$ cat src/rtl/mod_sub_stream.sv
// Streaming modular subtractor: result = (a - b) mod Q on a valid/ready stream,
// two-stage pipeline with backpressure. Optional range flag: MOD_SUB_RANGE_CHK_EN.
module mod_sub_stream #(
  parameter int unsigned Q  = 3329,
  parameter int unsigned W  = 12,
  parameter int unsigned CW = 16
) (
  input  logic          clk,
  input  logic          rst_n,
  input  logic          in_valid,
  output logic          in_ready,
  input  logic [W-1:0]  a,
  input  logic [W-1:0]  b,
  output logic          out_valid,
  input  logic          out_ready,
  output logic [W-1:0]  result,
  output logic [CW-1:0] done_cnt
`ifdef MOD_SUB_RANGE_CHK_EN
  ,
  output logic          err
`endif
);

  localparam logic [W-1:0] QW = W'(Q);

  function automatic logic signed [W:0] sub_ext(input logic [W-1:0] x,
                                                input logic [W-1:0] y);
    return $signed({1'b0, x}) - $signed({1'b0, y});
  endfunction

  // A negative difference lies in [-(Q-1), -1], so one conditional +Q suffices.
  function automatic logic [W-1:0] wrap_q(input logic signed [W:0] d);
    logic [W-1:0] lo;
    lo = d[W-1:0];
    return d[W] ? (lo + QW) : lo;
  endfunction

  logic                s1_vld_q, s2_vld_q;
  logic signed [W:0]   s1_diff_q;
  logic [W-1:0]        s2_res_q;
  logic [CW-1:0]       cnt_q, cnt_d;
  logic                s1_adv, s2_adv;
  logic                out_xfer;

  assign s2_adv   = !s2_vld_q || out_ready;
  assign s1_adv   = !s1_vld_q || s2_adv;
  assign in_ready = s1_adv && rst_n;
  assign out_xfer = s2_vld_q && out_ready;

  always_comb begin
    cnt_d = cnt_q;
    if (out_xfer) cnt_d = cnt_q + CW'(1);
  end

  always_ff @(posedge clk) begin
    if (!rst_n) begin
      s1_vld_q <= 1'b0;
      s2_vld_q <= 1'b0;
      s2_res_q <= '0;
      cnt_q    <= '0;
    end else begin
      if (s1_adv) s1_vld_q <= in_valid && in_ready;
      if (s2_adv) begin
        s2_vld_q <= s1_vld_q;
        s2_res_q <= wrap_q(s1_diff_q);
      end
      cnt_q <= cnt_d;
    end
  end

  // Stage 1: widened difference, loaded whenever the stage can advance
  always_ff @(posedge clk) begin
    if (s1_adv) s1_diff_q <= sub_ext(a, b);
  end

`ifdef MOD_SUB_RANGE_CHK_EN
  logic s1_flag_q, s2_flag_q;

  // Flag rides alongside its operand pair through both stages
  always_ff @(posedge clk) begin
    if (s1_adv) s1_flag_q <= (a >= QW) || (b >= QW);
    if (s2_adv) s2_flag_q <= s1_flag_q;
  end

  assign err = s2_flag_q && s2_vld_q;
`endif

  assign out_valid = s2_vld_q;
  assign result    = s2_res_q;
  assign done_cnt  = cnt_q;

endmodule

$ cat config.mk
export PLATFORM = sky130hd
export DESIGN_NAME = mod_sub_stream
export DESIGN_NICKNAME = d
export VERILOG_FILES = /design/src/rtl/mod_sub_stream.sv
export SDC_FILE = /design/constraint.sdc
export NUM_CORES = 1
export LEC_CHECK = 0
export BUFFER_PORTS_ARGS = -buffer_cell sky130_fd_sc_hd__buf_2
export CAP_MARGIN = 20
export CORE_ASPECT_RATIO = 2
export CORE_MARGIN = 5
export CORE_UTILIZATION = 50
export CTS_CLUSTER_SIZE = 28
export DETAILED_ROUTE_END_ITERATION = 7
export PLACE_DENSITY = 0.83
export SKIP_CTS_REPAIR_TIMING = 1
export SLEW_MARGIN = 10
export SYNTH_ARGS = -nofsm -noshare
export SYNTH_HDL_FRONTEND = slang
export SYNTH_SLANG_ARGS = --single-unit
$ cat constraint.sdc
create_clock -name clk -period 2.1 [get_ports clk]
set_input_delay 0.21 -clock clk [delete_from_list [all_inputs] [get_ports clk]]
set_output_delay 0.21 -clock clk [all_outputs]
set_load 0.02 [all_outputs]
**Word-level counts from Yosys, hierarchy flattened**

Index checks and enable logic that the tools add are counted.

- Shifts and indexed selects: 0
- Multiplexer cells: 1
- Eq/ne operators: 0
- $lt $le $gt $ge: 0
- Divide/modulo/power cells: 0
- $add $sub $neg: 3
- Multiply operators: 0
- Bitwise operators: 0
- Reduce and logical (&&, ||, !) cells: 7

Operators by type and width:

| kind | number |
|---|---|
| 16-bit by 1-bit adder with 16-bit output (second input constant) | 1 |
| 12-bit by 12-bit subtractor with 13-bit output | 1 |
| 12-bit adder (second input constant) | 1 |
| 12-bit 2-to-1 mux | 1 |
| 1-bit logical AND | 3 |
| 1-bit logical NOT | 2 |
| 1-bit logical OR | 2 |

- Register bits: 43
- Bits in latches: 0
- Memory bits (read-only): 0
- Logic and storage cells: 16
- Memories kept: 0
- Bits in writable memories: 0

**Longest topological paths before layout**

- Depth after elaboration: 5
- Gate-level depth with buffers: 8

**Worst setup path after synthesis**

No wires, ideal clock.

- Path type: input -> register
- Start: in a[0]
- End: reg s1_diff_q[10] (data pin)
- Buffers on the path: 0
- Required time: 1.839 ns
- Data arrival time: 1.510 ns
- Path slack: 0.330 ns
- Stages: 8
- Path through: inv_1 > ha_1 > fa_1 > nor2b_1 > o2111ai_2 > nand3b_1 > a31oi_1 > xnor2_1

- Word-level cells in the longest chain between the ends: 1

Ends and longest elaborated chain:

| item | line | text |
|---|---|---|
| start: declaration | 12 | `input logic [W-1:0] a,` |
| 12-bit by 12-bit subtractor with 13-bit output | 28 | `return $signed({1'b0, x}) - $signed({1'b0, y});` |
| end signal: assignment | 73 | `if (s1_adv) s1_diff_q <= sub_ext(a, b);` |
| end: declaration | 39 | `logic signed [W:0] s1_diff_q;` |

No other way between the ends.
A chain may end at the register's enable or synchronous reset.

**Final worst setup path**

Ends and elaborated chain as after synthesis.

==> impl_metrics.csv <==
group,metric,value,unit
finish,post_route_cells_drive_above_1_share,24.38,%
synthesis,ys_seq_elements,43,
synthesis,synth_cell_types,48,
sta,slew_violations,0,
finish,number_of_nets_in_the_finished_design,362,
finish,area_growth_syn_to_layout,18.08,%
route,drt-initial-drc-count,38,
sta,setup_total_negative_slack,0,ns
route,wire_per_inst,12.76,um
synthesis,synth.avg_cell_area,9.246,um^2
grt,grt.overflow.total,0,
critical_path,critPathLaunchType,"primary input",
synthesis,synth_area_leaders,"sky130_fd_sc_hd__dfxtp_1 25%, sky130_fd_sc_hd__edfxtp_1 16%, sky130_fd_sc_hd__ha_1 7.3%",
pwr,pwr_density_cell,728.1,mW/mm^2
synthesis,synth_area,0.002395,mm^2
route,first_pass_iters,4,
run_status,run_status,"finished clean",
route,route.vias.total,2043,
grt,grt_first_pass_wirelength,7907,um
finish,antenna_cells_inserted,0,
finish,filler_cell_count,424,
synthesis,synth_top_cell_by_area,"sky130_fd_sc_hd__dfxtp_1",
floorplanning,placement_rows,35,
critical_path,timing.critical_path.fanout_max,2,
pwr,highest_ir_drop_seen_on_vdd,0.5609,mV
grt,maximum_number_of_pins_on_one_net_before_global_route_repair,25,
route,detail_route.wirelength,4785,um
clocking,clk_latency,0.29,ns
synthesis,postSynth.topFlopCell,"sky130_fd_sc_hd__dfxtp_1",
sta,slew_headroom,51.33,%
clocking,tritoncts.num_buffers,5,
sta,fmaxAchievable,593.4,MHz
grt,grtUsageTotal,15.67,%
synthesis,yosys.area.top_type_share,25.08,%
synthesis,synthCells,259,
route,routed_antenna_nets,0,
synthesis,yosysWarningCount,0,
critical_path,critical_path_arrival,1.73,ns
synthesis,synth_sequential_area_ratio,41.38,%
critical_path,cp.required,2.14,ns
sta,timing_worst_slew_pin_value,0.7300,ns
floorplanning,initial_core_util,51.59,%
min_path,timing.hold.worst.class,"primary input to flop",
clocking,cts-root-buf,"sky130_fd_sc_hd__clkbuf_8",
floorplanning,core-area,0.004642,mm^2
critical_path,criticalPathCategory,"primary input to flop",
place,finalWeightedCongestion,0.8239,
grt,antenna_found_initial,0,
place,post-dp-hpwl,3882,um
clocking,cts.sink_count,43,
floorplanning,floorplan.io_pins,58,
place,post_dp_cell_area,0.002736,mm^2
sta,timing.final.crit_share,80.25,%
pwr,p_leak,1.290,nW
place,port_buffers,57,
finish,regArea,991.0,um^2
grt,grt_pass1_vias,2002,
run,max_cap_violation_count,0,
floorplanning,die-width,58.94,um
clocking,clock_tree_from_tritoncts,"yes",
floorplanning,die-area,0.006357,mm^2
sta,final-hold-violation-count,0,
sta,skew,0.005450,ns
critical_path,cp_capture_type,"flop",
floorplanning,die_height,107.9,um
clocking,max-clock-path-buffers,2,
sta,rsz_0062_raised_after_global_routing,"false",
clocking,htreeDepth,2,
finish,layout.core_utilization,60.92,%
finish,multiInputGateArea,0.001305,mm^2
sta,timing.final.crit_period,1.685,ns
synthesis,synth-edff-count,13,
route,remaining_drc_errors,0,
synthesis,synth_fp_nets,302,
synthesis,ys_async_sr_fraction,0,%
sta,setup-violations-final,0,
finish,stdcell_area,0.002828,mm^2
clocking,cts.clk_slew.worst_paths,0.07,ns
route,via_per_inst,5.448,
==> critical path, stage by stage <==
cell and delay (ns):
sky130_fd_sc_hd__buf_2 0.08, sky130_fd_sc_hd__inv_1 0.03, sky130_fd_sc_hd__ha_1 0.21, sky130_fd_sc_hd__fa_1 0.40, sky130_fd_sc_hd__nor2b_1 0.19, sky130_fd_sc_hd__o2111ai_2 0.15
sky130_fd_sc_hd__nand3b_1 0.17, sky130_fd_sc_hd__a31oi_1 0.14, sky130_fd_sc_hd__xnor2_1 0.15
==> cell usage after synthesis (all sizes together), types with 4 or more instances <==
cell    number
or3          4
nor2        33
edfxtp      13
a21oi       14
o21ai       10
nand2       17
nand4        9
nor2b        7
a211oi       8
ha          14
xnor2       14
dfxtp       30
xor2        16
nand3        9
and3         5
inv         18
==> where the power goes <==
| group | total, W | leakage, nW | internal (W) | switching [W] |
|---|---|---|---|---|
| clock | 0.000530 | 0.0482 | 0.000265 | 0.000265 |
| sequential | 0.00106 | 0.382 | 0.000970 | 0.0000887 |
| combinational | 0.000470 | 0.860 | 0.000211 | 0.000259 |
| total | 0.00206 | 1.29 | 0.00145 | 0.000612 |
==> final cells by class <==
class,count,area share [%]
inverters,19,2.522
flip-flops and latches,43,35.04
multi-input cells,191,46.15
clock inverters,1,0.1770
well taps,55,2.434
repair buffers,59,10.62
clock buffers,7,3.053
==> sequential cells by signal, summed over array words and instances (netlist names) <==
name / flops
done_cnt: 16
out_valid: 1
result: 12
s1_diff_q: 13
s1_vld_q: 1
==> worst paths after layout <==
check | depth (start not counted) | to | slack, ns | startpoint
worst max-delay path | 9 | s1_diff_q[10]$_DFFE_PN_ | 0.41 | a[0]
worst min register to register | 2 | result[11]$_SDFFE_PN0P_ | 0.48 | result[11]$_SDFFE_PN0P_
worst max register to register | 6 | done_cnt[10]$_SDFFE_PN0P_ | 0.46 | done_cnt[0]$_SDFFE_PN0P_
worst min-delay path | 3 | s1_vld_q$_SDFFE_PN0N_ | 0.14 | in_valid
==> routing by layer <==
metal / wire length (um) / track usage, % / vias up
met5: 0 / 0 / -
met4: 109 / 7.618 / 0
met3: 259 / 2.401 / 10
met2: 2773 / 31.25 / 51
met1: 1642 / 14.16 / 959
li1: - / - / 1023
==> kinds of logic (layout without fill, tap and decap cells) <==
logic type	after synthesis	in the layout	synth area share, %
xor+xnor	30	30	10.97
flops	43	43	41.38
buf+inv	25	86	4.127
compound gates	50	50	14.32
simple gates	94	94	20.22
mux	2	2	0.8360
fa+ha+maj	15	15	8.151
==> metrics by stage <==
step | cells | power, W | worst slack [ns] | hold slack [ns]
after floorplan | 259 | 0.001405 | 0.3295 | 0.3274
after global placement | 367 | 0.001529 | 0.1542 | 0.4328
after detailed placement | 367 | 0.001552 | 0.09121 | 0.4480
after CTS | 375 | 0.002074 | 0.4110 | 0.1424
after global routing | 375 | 0.002159 | 0.2767 | 0.1522
final | 375 | 0.002059 | 0.4147 | 0.1436
==> cells in the final DEF (no fill, tap or decap), types with 2 or more instances in the layout <==
master / n
sky130_fd_sc_hd__edfxtp_1: 13
sky130_fd_sc_hd__nor2b_1: 7
sky130_fd_sc_hd__xnor2_1: 14
sky130_fd_sc_hd__o21a_1: 2
sky130_fd_sc_hd__nand3_1: 9
sky130_fd_sc_hd__nor2_1: 33
sky130_fd_sc_hd__a31oi_1: 2
sky130_fd_sc_hd__a211oi_1: 8
sky130_fd_sc_hd__ha_1: 14
sky130_fd_sc_hd__a21boi_2: 2
sky130_fd_sc_hd__and3_1: 4
sky130_fd_sc_hd__xor2_1: 16
sky130_fd_sc_hd__a311oi_1: 2
sky130_fd_sc_hd__buf_4: 2
sky130_fd_sc_hd__buf_2: 57
sky130_fd_sc_hd__o21ai_0: 8
sky130_fd_sc_hd__o21ai_1: 2
sky130_fd_sc_hd__a21oi_1: 13
sky130_fd_sc_hd__dfxtp_1: 30
sky130_fd_sc_hd__mux2i_1: 2
sky130_fd_sc_hd__o211ai_1: 2
sky130_fd_sc_hd__nand4_1: 7
sky130_fd_sc_hd__o2111ai_1: 2
sky130_fd_sc_hd__nand2_1: 16
sky130_fd_sc_hd__or3_1: 4
sky130_fd_sc_hd__inv_1: 18
sky130_fd_sc_hd__nand4_2: 2
sky130_fd_sc_hd__and2_1: 3
sky130_fd_sc_hd__clkbuf_8: 6
No activity file was read; power rests on OpenSTA's default activity.
